--- config.mk ---
export PLATFORM = sky130hd
export DESIGN_NAME = nt_misr_window_monitor_flat
export DESIGN_NICKNAME = d
export VERILOG_FILES = /design/src/rtl/nt_misr_window_monitor_if.sv /design/src/rtl/nt_misr_window_monitor.sv /design/src/flat_wrapper.sv
export SDC_FILE = /design/constraint.sdc
export NUM_CORES = 1
export LEC_CHECK = 0
export BUFFER_PORTS_ARGS = -buffer_cell sky130_fd_sc_hd__buf_4
export CAP_MARGIN = 10
export CORE_UTILIZATION = 47
export CTS_CLUSTER_DIAMETER = 150
export DETAILED_ROUTE_END_ITERATION = 10
export GPL_TIMING_DRIVEN = 0
export PLACE_DENSITY = 0.78
export SLEW_MARGIN = 20
export SYNTH_ARGS = -nofsm -noshare
export SYNTH_HDL_FRONTEND = slang
export SYNTH_SLANG_ARGS = --single-unit
--- constraint.sdc ---
create_clock -name I1294_clk -period 1.8 [get_ports I1294_clk]
set_clock_uncertainty 0.2 [all_clocks]
set_input_delay 0.36 -clock I1294_clk [delete_from_list [all_inputs] [get_ports I1294_clk]]
set_output_delay 0.36 -clock I1294_clk [all_outputs]
set_load 0.005 [all_outputs]
--- src/rtl/nt_misr_window_monitor_if.sv ---
// Bus bundle for nt_misr_window_monitor: stimulus/golden inputs and run status outputs.
// The master drives stimulus; the slave (the monitor) returns status and signature.
interface nt_misr_window_monitor_if #(
  parameter int WIDTH  = 8,
  parameter int WINDOW = 16
);
  localparam int CNT_W = $clog2(WINDOW + 1);

  logic             start;
  logic             stim_valid;
  logic [WIDTH-1:0] node_in;
  logic [WIDTH-1:0] golden;
  logic             busy;
  logic             done;
  logic             mismatch;
  logic [WIDTH-1:0] signature;
  logic [CNT_W-1:0] sample_cnt;

  modport master (
    output start, stim_valid, node_in, golden,
    input  busy, done, mismatch, signature, sample_cnt
  );

  modport slave (
    input  start, stim_valid, node_in, golden,
    output busy, done, mismatch, signature, sample_cnt
  );
endinterface

--- src/rtl/nt_misr_window_monitor.sv ---
// MISR-based window monitor: compresses WINDOW accepted node samples into a signature
// and compares it with a golden value, flagging divergence in a sticky mismatch bit.
module nt_misr_window_monitor #(
  parameter int               WIDTH  = 8,
  parameter int               WINDOW = 16,
  parameter logic [WIDTH-1:0] POLY   = 8'h1D,
  parameter logic [WIDTH-1:0] SEED   = '0
) (
  input logic                     I1294_clk,
  input logic                     I1301_rst,
  nt_misr_window_monitor_if.slave bus
);

  localparam int               CNT_W    = $clog2(WINDOW + 1);
  localparam logic [CNT_W-1:0] LAST_CNT = CNT_W'(WINDOW - 1);
  localparam logic [CNT_W-1:0] CNT_ONE  = CNT_W'(1);

  typedef enum logic [1:0] {
    IDLE  = 2'd0,
    RUN   = 2'd1,
    CHECK = 2'd2
  } state_e;

  state_e           state_q;
  logic [WIDTH-1:0] sig_q;
  logic [WIDTH-1:0] sig_d;
  logic [CNT_W-1:0] cnt_q;
  logic [CNT_W-1:0] cnt_d;
  logic             done_q;
  logic             mis_q;

  // One MISR step: shift left, fold the outgoing MSB back through POLY, absorb the sample.
  function automatic logic [WIDTH-1:0] misr_step(input logic [WIDTH-1:0] sig,
                                                 input logic [WIDTH-1:0] din);
    logic [WIDTH-1:0] fb;
    fb = sig[WIDTH-1] ? POLY : {WIDTH{1'b0}};
    return {sig[WIDTH-2:0], 1'b0} ^ fb ^ din;
  endfunction

  assign sig_d = misr_step(sig_q, bus.node_in);
  assign cnt_d = cnt_q + CNT_ONE;

  // Run controller: IDLE waits for start, RUN absorbs valid samples, CHECK grades the run.
  always_ff @(posedge I1294_clk) begin
    if (I1301_rst) begin
      state_q <= IDLE;
      sig_q   <= SEED;
      cnt_q   <= {CNT_W{1'b0}};
      done_q  <= 1'b0;
      mis_q   <= 1'b0;
    end else begin
      done_q <= 1'b0;
      case (state_q)
        IDLE: begin
          // stim_valid is deliberately not looked at here, even alongside start.
          if (bus.start) begin
            state_q <= RUN;
            sig_q   <= SEED;
            cnt_q   <= {CNT_W{1'b0}};
            mis_q   <= 1'b0;
          end
        end
        RUN: begin
          if (bus.stim_valid) begin
            sig_q <= sig_d;
            cnt_q <= cnt_d;
            if (cnt_q == LAST_CNT) begin
              state_q <= CHECK;
            end
          end
        end
        CHECK: begin
          mis_q   <= (sig_q != bus.golden);
          done_q  <= 1'b1;
          state_q <= IDLE;
        end
        default: begin
          state_q <= IDLE;
        end
      endcase
    end
  end

  assign bus.busy       = (state_q != IDLE);
  assign bus.done       = done_q;
  assign bus.mismatch   = mis_q;
  assign bus.signature  = sig_q;
  assign bus.sample_cnt = cnt_q;

endmodule

--- src/flat_wrapper.sv ---
// flat-port wrapper written by rule: the top's interface ports become plain ports
module nt_misr_window_monitor_flat 
#(
  parameter int               WIDTH  = 8,
  parameter int               WINDOW = 16,
  parameter logic [WIDTH-1:0] POLY   = 8'h1D,
  parameter logic [WIDTH-1:0] SEED   = '0
)
  (I1294_clk, I1301_rst, bus_start, bus_stim_valid, bus_node_in, bus_golden, bus_busy, bus_done, bus_mismatch, bus_signature, bus_sample_cnt);
  nt_misr_window_monitor_if #(.WIDTH(WIDTH), .WINDOW(WINDOW)) bus_i ();
  input logic I1294_clk;
  input logic I1301_rst;
  input wire logic [$bits(bus_i.start)-1:0] bus_start;
  input wire logic [$bits(bus_i.stim_valid)-1:0] bus_stim_valid;
  input wire logic [$bits(bus_i.node_in)-1:0] bus_node_in;
  input wire logic [$bits(bus_i.golden)-1:0] bus_golden;
  output wire logic [$bits(bus_i.busy)-1:0] bus_busy;
  output wire logic [$bits(bus_i.done)-1:0] bus_done;
  output wire logic [$bits(bus_i.mismatch)-1:0] bus_mismatch;
  output wire logic [$bits(bus_i.signature)-1:0] bus_signature;
  output wire logic [$bits(bus_i.sample_cnt)-1:0] bus_sample_cnt;
  assign bus_i.start = bus_start;
  assign bus_i.stim_valid = bus_stim_valid;
  assign bus_i.node_in = bus_node_in;
  assign bus_i.golden = bus_golden;
  assign bus_busy = bus_i.busy;
  assign bus_done = bus_i.done;
  assign bus_mismatch = bus_i.mismatch;
  assign bus_signature = bus_i.signature;
  assign bus_sample_cnt = bus_i.sample_cnt;
  nt_misr_window_monitor #(.WIDTH(WIDTH), .WINDOW(WINDOW), .POLY(POLY), .SEED(SEED)) u_core (.I1294_clk(I1294_clk), .I1301_rst(I1301_rst), .bus(bus_i));
endmodule
Word-level counts from Yosys, hierarchy flattened
Index checks and enable logic that the tools add are counted.

Flip-flop bits (word level): 17. Input port bits: 20.

Bitwise logic cells: 2. Muxes and demuxes: 14. Add/sub/neg operators: 1. Reduce and logical (&&, ||, !) cells: 7. Equal/unequal tests: 7.

Operators with widths (count): $mux W8 (2); $pmux W8 S2 (1); $xor A8 B8 Y8 (2); $mux W5 (3); $pmux W5 S2 (1); $ne A8 B8 Y1 (1); $mux W2 (3); $reduce_and A3 Y1 (2); $reduce_bool A2 Y1 (3); $add A5 B1 Y5 const B (1); $eq A5 B4 Y1 const B (1); $ne A2 B2 Y1 const B (2); $pmux W2 S2 (1); $eq A2 B1 Y1 const B (1); $eq A2 B2 Y1 const B (1); $logic_not A2 Y1 (1); $mux W1 (2); $ne A2 B1 Y1 const B (1); $pmux W1 S2 (1); $reduce_and A2 Y1 (1).

Depth between registers and ports, before layout
Depth in word-level cells: 5. Mapped depth: 6. Gate-level depth less buffers: 6.

Worst setup path after synthesis
No wires, ideal clock.

Path type: register to register. Start: register u_core.cnt_q[0] (netlist: u_core.bus.sample_cnt[0]). End: register u_core.cnt_q[4] (netlist: u_core.bus.sample_cnt[4]). Data arrival time: 1.339 ns. Period minus slack after synthesis: 1.603 ns. Path slack: 0.197 ns. Library setup time: 0.064 ns. Stages on the path, launching flop included: 6. Required time: 1.536 ns. Buffers on the path: 0. Cell sequence: dfxtp_1 -> ha_1 -> and3_1 -> ha_1 -> o32a_1 -> nor2_1.

Word-level cells in the longest chain between the ends: 3.

Ends and longest elaborated chain: start: declaration (RTL line nt_misr_window_monitor.sv:27) `logic [CNT_W-1:0] cnt_q;`; start signal: assignment (RTL line nt_misr_window_monitor.sv:48) `cnt_q <= {CNT_W{1'b0}};`; start signal: assignment (RTL line nt_misr_window_monitor.sv:59) `cnt_q <= {CNT_W{1'b0}};`; start signal: assignment (RTL line nt_misr_window_monitor.sv:66) `cnt_q <= cnt_d;`; $add A5 B1 Y5 (RTL line nt_misr_window_monitor.sv:41) `assign cnt_d = cnt_q + CNT_ONE;`; $mux W5 (RTL line nt_misr_window_monitor.sv:64) `if (bus.stim_valid) begin`; $pmux W5 S2 (RTL line nt_misr_window_monitor.sv:53) `case (state_q)`.

Every way passes these cells. The select of a mux whose other input is x is not followed. A chain may end at the register's enable or synchronous reset.

Worst setup path after layout
Start: register u_core.state_q[1]. End: output port bus_busy.

Word-level cells in the longest chain between the ends: 1.

Ends and longest elaborated chain: start: declaration (RTL line nt_misr_window_monitor.sv:24) `state_e state_q;`; start signal: assignment (RTL line nt_misr_window_monitor.sv:46) `state_q <= IDLE;`; start signal: assignment (RTL line nt_misr_window_monitor.sv:57) `state_q <= RUN;`; start signal: assignment (RTL line nt_misr_window_monitor.sv:68) `state_q <= CHECK;`; $reduce_bool A2 Y1 (RTL line nt_misr_window_monitor.sv:84) `assign bus.busy = (state_q != IDLE);`; end: declaration (RTL line flat_wrapper.sv:17) `output wire logic [$bits(bus_i.busy)-1:0] bus_busy;`.

Every way passes these cells.

==> tab_implementation.tex <==
\begin{tabular}{lr}
\hline
Metric & Value \\
\hline
\multicolumn{2}{l}{\textbf{Run status}} \\
\quad Outcome & completed \\
\multicolumn{2}{l}{\textbf{Detailed routing}} \\
\quad DRT antenna net count & 0 \\
\quad Sum of routed wire length over all layers & 2020 um \\
\quad Number of iterations in the first detailed-routing pass & 4 \\
\quad Via-to-Cell Ratio & 5.20 \\
\quad Detailed-route DRC error count & 0 \\
\quad WL/cell & 12.2 um \\
\quad Number of vias in the routed layout & 858 \\
\quad Starting DRC count in detailed routing & 6 \\
\multicolumn{2}{l}{\textbf{Yosys}} \\
\quad Dominant combinational cell family by area after synthesis & simple AND/OR/NAND/NOR gates \\
\quad Average size of a mapped cell & 9.04 um\^{}2 \\
\quad Mux cell area share after synthesis & 0.0151 \\
\quad Ranking of synthesized cells by instance count & sky130\_fd\_sc\_hd\_\_xnor2\_1, sky130\_fd\_sc\_hd\_\_dfxtp\_1, sky130\_fd\_sc\_hd\_\_nor2\_1, sky130\_fd\_sc\_hd\_\_a21oi\_1, sky130\_fd\_sc\_hd\_\_nor4\_1 \\
\quad Synthesized cell area & 913 um\^{}2 \\
\quad Share of the yosys chip area belonging to registers & 0.373 \\
\quad Top-count cell post-synth & sky130\_fd\_sc\_hd\_\_xnor2\_1 \\
\quad Area share of xor/xnor cells in the synthesized design & 0.201 \\
\quad Count of flip-flops with a built-in enable after synthesis & 0 \\
\quad Fraction of registers with async set/reset & 0 \\
\quad Netlist cell types & 30 \\
\quad Cells after synthesis & 101 \\
\quad Top\_reg\_cell synth & sky130\_fd\_sc\_hd\_\_dfxtp\_1 \\
\quad Main area contributors after synthesis & sky130\_fd\_sc\_hd\_\_dfxtp\_1, sky130\_fd\_sc\_hd\_\_xnor2\_1, sky130\_fd\_sc\_hd\_\_nor2\_1 \\
\quad Synthesized Nets & 123 \\
\quad Largest area contributor in the synthesized netlist & sky130\_fd\_sc\_hd\_\_dfxtp\_1 \\
\quad Count of warnings emitted by yosys & 0 \\
\quad Post-synthesis compound-gate area fraction & 0.129 \\
\quad Synthesized-area fraction occupied by and/or/nand/nor cells & 0.203 \\
\quad Synth Area in Adders & 0.0274 \\
\quad Share of the synthesized area in the top cell type & 0.373 \\
\quad Number of storage elements in the synthesis netlist & 17 \\
\multicolumn{2}{l}{\textbf{Power}} \\
\quad Clk pwr share & 0.268 \\
\quad Switching Power & 206 uW \\
\quad Highest ir drop seen on vdd & 0.367 mV \\
\quad Combinational cell fraction of total power & 0.209 \\
\quad Leakage dissipation & 0.000504 uW \\
\quad Internal power consumption & 564 uW \\
\quad Power per standard cell area & 616 nW/um\^{}2 \\
\quad Switching Fraction & 0.267 \\
\quad Power share of the sequential group & 0.523 \\
\multicolumn{2}{l}{\textbf{STA}} \\
\quad RSZ-0062 raised after global routing & false \\
\quad Slew margin rel. & 0.785 \\
\quad Final setup vio count & 0 \\
\quad Worst Max-Slew Pin Slew & 0.322 ns \\
\quad Tmin final & 1.72 ns \\
\quad Crit share post-route & 0.957 \\
\quad Final-layout setup total negative slack & 0 ns \\
\quad Max-slew violation count & 0 \\
\quad Count of final hold-check violations & 0 \\
\quad Max Clk Rate & 0.581 GHz \\
\multicolumn{2}{l}{\textbf{Worst setup path}} \\
\quad Critical path startpoint category & flip-flop \\
\quad Crit path capture type & output port \\
\quad Required time of the critical path & 1.24 ns \\
\quad Worst endpoint data arrival time & 1.16 ns \\
\quad Classification of the worst setup path & reg -> out \\
\quad Highest fanout seen on the critical path & 10 \\
\multicolumn{2}{l}{\textbf{Global routing}} \\
\quad Met3 capacity usage during global routing & 0.0353 \\
\quad Total Routing Usage GR & 0.221 \\
\quad Number of antenna violations at the first check in global routing & 0 \\
\quad M1 GR Usage & 0.240 \\
\quad GRT overflow & 0 \\
\quad First-pass GRT wire length & 3260 um \\
\quad Met2 layer usage reported by global route & 0.406 \\
\quad Busiest metal layer after global routing & met2 \\
\quad Maximum number of pins on one net before global-route repair & 11 \\
\quad Number of global-route vias before repair & 788 \\
\multicolumn{2}{l}{\textbf{Floorplan}} \\
\quad Initial standard-cell utilization of the core & 0.512 \\
\quad Y dimension of the die & 46.1 um \\
\quad Die area & 2120 um\^{}2 \\
\quad Number of placement rows & 15 \\
\quad Number of primary I/O pins & 36 \\
\quad Die width & 46.1 um \\
\quad Placeable Area & 1780 um\^{}2 \\
\multicolumn{2}{l}{\textbf{Finish}} \\
\quad Ratio of cells with drive above 1 in the final layout & 0.371 \\
\quad Synth-to-layout area growth & 36.8\% \\
\quad Diodes inserted & 0 \\
\quad Final layout net count & 163 \\
\quad Final non-filler cell total & 165 \\
\multicolumn{2}{l}{\textbf{Placement}} \\
\quad Number of I/O port buffers & 34 \\
\quad Inst Count DP & 160 \\
\quad Final HPWL DP & 1560 um \\
\quad RePlAce Congestion & 0.823 \\
\multicolumn{2}{l}{\textbf{Clock network}} \\
\quad Register clock-pin slew on the reported worst setup and hold paths & 0.10 ns \\
\quad Clock sink total & 17 \\
\quad H-Tree Level Count & 1 \\
\quad Clock Path Buffers & 2 \\
\quad CTS root buf & sky130\_fd\_sc\_hd\_\_clkbuf\_4 \\
\quad Number of clock buffers inserted by TritonCTS & 3 \\
\quad Hold-fix buffers, CTS & 0 \\
\quad Later-pin clock latency in the skew report & 0.29 ns \\
\quad CTS tree & yes \\
\multicolumn{2}{l}{\textbf{Run}} \\
\quad Max cap viols & 0 \\
\multicolumn{2}{l}{\textbf{Worst hold path}} \\
\quad Worst min-delay path class & in -> reg \\
\hline
\end{tabular}
## layout make-up
type                       instances  area, um^2
buffer                             6        40.0
timing repair buffer              35         263
tap                               25        31.3
fill                             158         533
clock buffer                       4        26.3
multi-input combinational         75         537
inverter                           3        11.3
sequential                        17         342
## through the flow
stage	area, um^2	setup WS (ns)	total power [uW]	hold slack [ns]	util
after CTS	1240	0.0102	776	0.0891	0.695
after global routing	1250	0.00414	817	0.0884	0.701
after global placement	1200	0.0826	563	0.318	0.673
after floorplan	913	0.197	499	0.253	-
final	1250	0.0778	770	0.0934	0.701
after detailed placement	1200	0.0258	567	0.327	0.673
## kinds of logic after synthesis
| family | after synthesis |
|---|---|
| AO/OA/AOI/OAI | 16 |
| XOR/XNOR | 21 |
| adder cells (fa/ha/maj) | 2 |
| buffers and inverters | 9 |
| flip-flops | 17 |
| multiplexers | 1 |
| AND/OR/NAND/NOR | 35 |
## path summary, 6_finish.rpt
path	start	to	slack, ns	cells past startpoint
max	u_core.state_q[1]	bus_busy	0.08	4
min	bus_start	u_core.bus.sample_cnt[3]	0.09	2
max reg2reg	u_core.bus.sample_cnt[0]	u_core.bus.sample_cnt[4]	0.10	5
min reg2reg	u_core.bus.sample_cnt[0]	u_core.bus.sample_cnt[0]	0.33	1
## registers in the layout (all words and copies together), names as in the netlist
signal,flops
u_core.bus.signature,8
u_core.bus.sample_cnt,5
u_core.state_q,2
u_core.bus.done,1
u_core.bus.mismatch,1
## metal layers
metal | share of wire | routed length (um)
met5 | 0 | 0
met4 | 0.018 | 37
met3 | 0.040 | 81
met2 | 0.54 | 1100
met1 | 0.40 | 798
## cells in the final DEF (no fill, tap or decap), types with 2 or more instances in the layout
cell type,synthesis,layout
sky130_fd_sc_hd__a21oi_1,5,5
sky130_fd_sc_hd__nor2_1,14,13
sky130_fd_sc_hd__o21ai_0,3,3
sky130_fd_sc_hd__a22oi_2,3,3
sky130_fd_sc_hd__nor4_1,5,5
sky130_fd_sc_hd__ha_1,2,2
sky130_fd_sc_hd__nor3_1,2,2
sky130_fd_sc_hd__buf_2,2,2
sky130_fd_sc_hd__nand2_1,2,2
sky130_fd_sc_hd__inv_1,3,3
sky130_fd_sc_hd__clkbuf_4,0,4
sky130_fd_sc_hd__a211oi_1,3,3
sky130_fd_sc_hd__dfxtp_1,17,16
sky130_fd_sc_hd__buf_4,1,36
sky130_fd_sc_hd__nor2_2,1,2
sky130_fd_sc_hd__xnor2_1,21,21
sky130_fd_sc_hd__nand4_1,2,2
sky130_fd_sc_hd__nand3_1,2,2
## power groups by stage
stage,clock network (uW),registers [uW],logic (uW)
after floorplan,0,409,89.8
after detailed placement,0,411,156
final,206,403,161
after global placement,0,410,153
after global routing,236,405,176
after CTS,214,403,159
## worst max-delay path: stages, from the launching register on
cell	delay, ns
sky130_fd_sc_hd__dfxtp_2	0.36
sky130_fd_sc_hd__clkbuf_4	0.19
sky130_fd_sc_hd__nor2_2	0.15
sky130_fd_sc_hd__inv_1	0.05
sky130_fd_sc_hd__buf_4	0.13
## timing repair
| item | 4_1_cts | 5_1_grt |
|---|---|---|
| setup buffers | 0 | 1 |
| pin swaps | 0 | 0 |
| setup endpoints to repair | 1 | 5 |
| gates resized for setup | 3 | 3 |
Note: power is estimated with default switching activity, not from simulation.
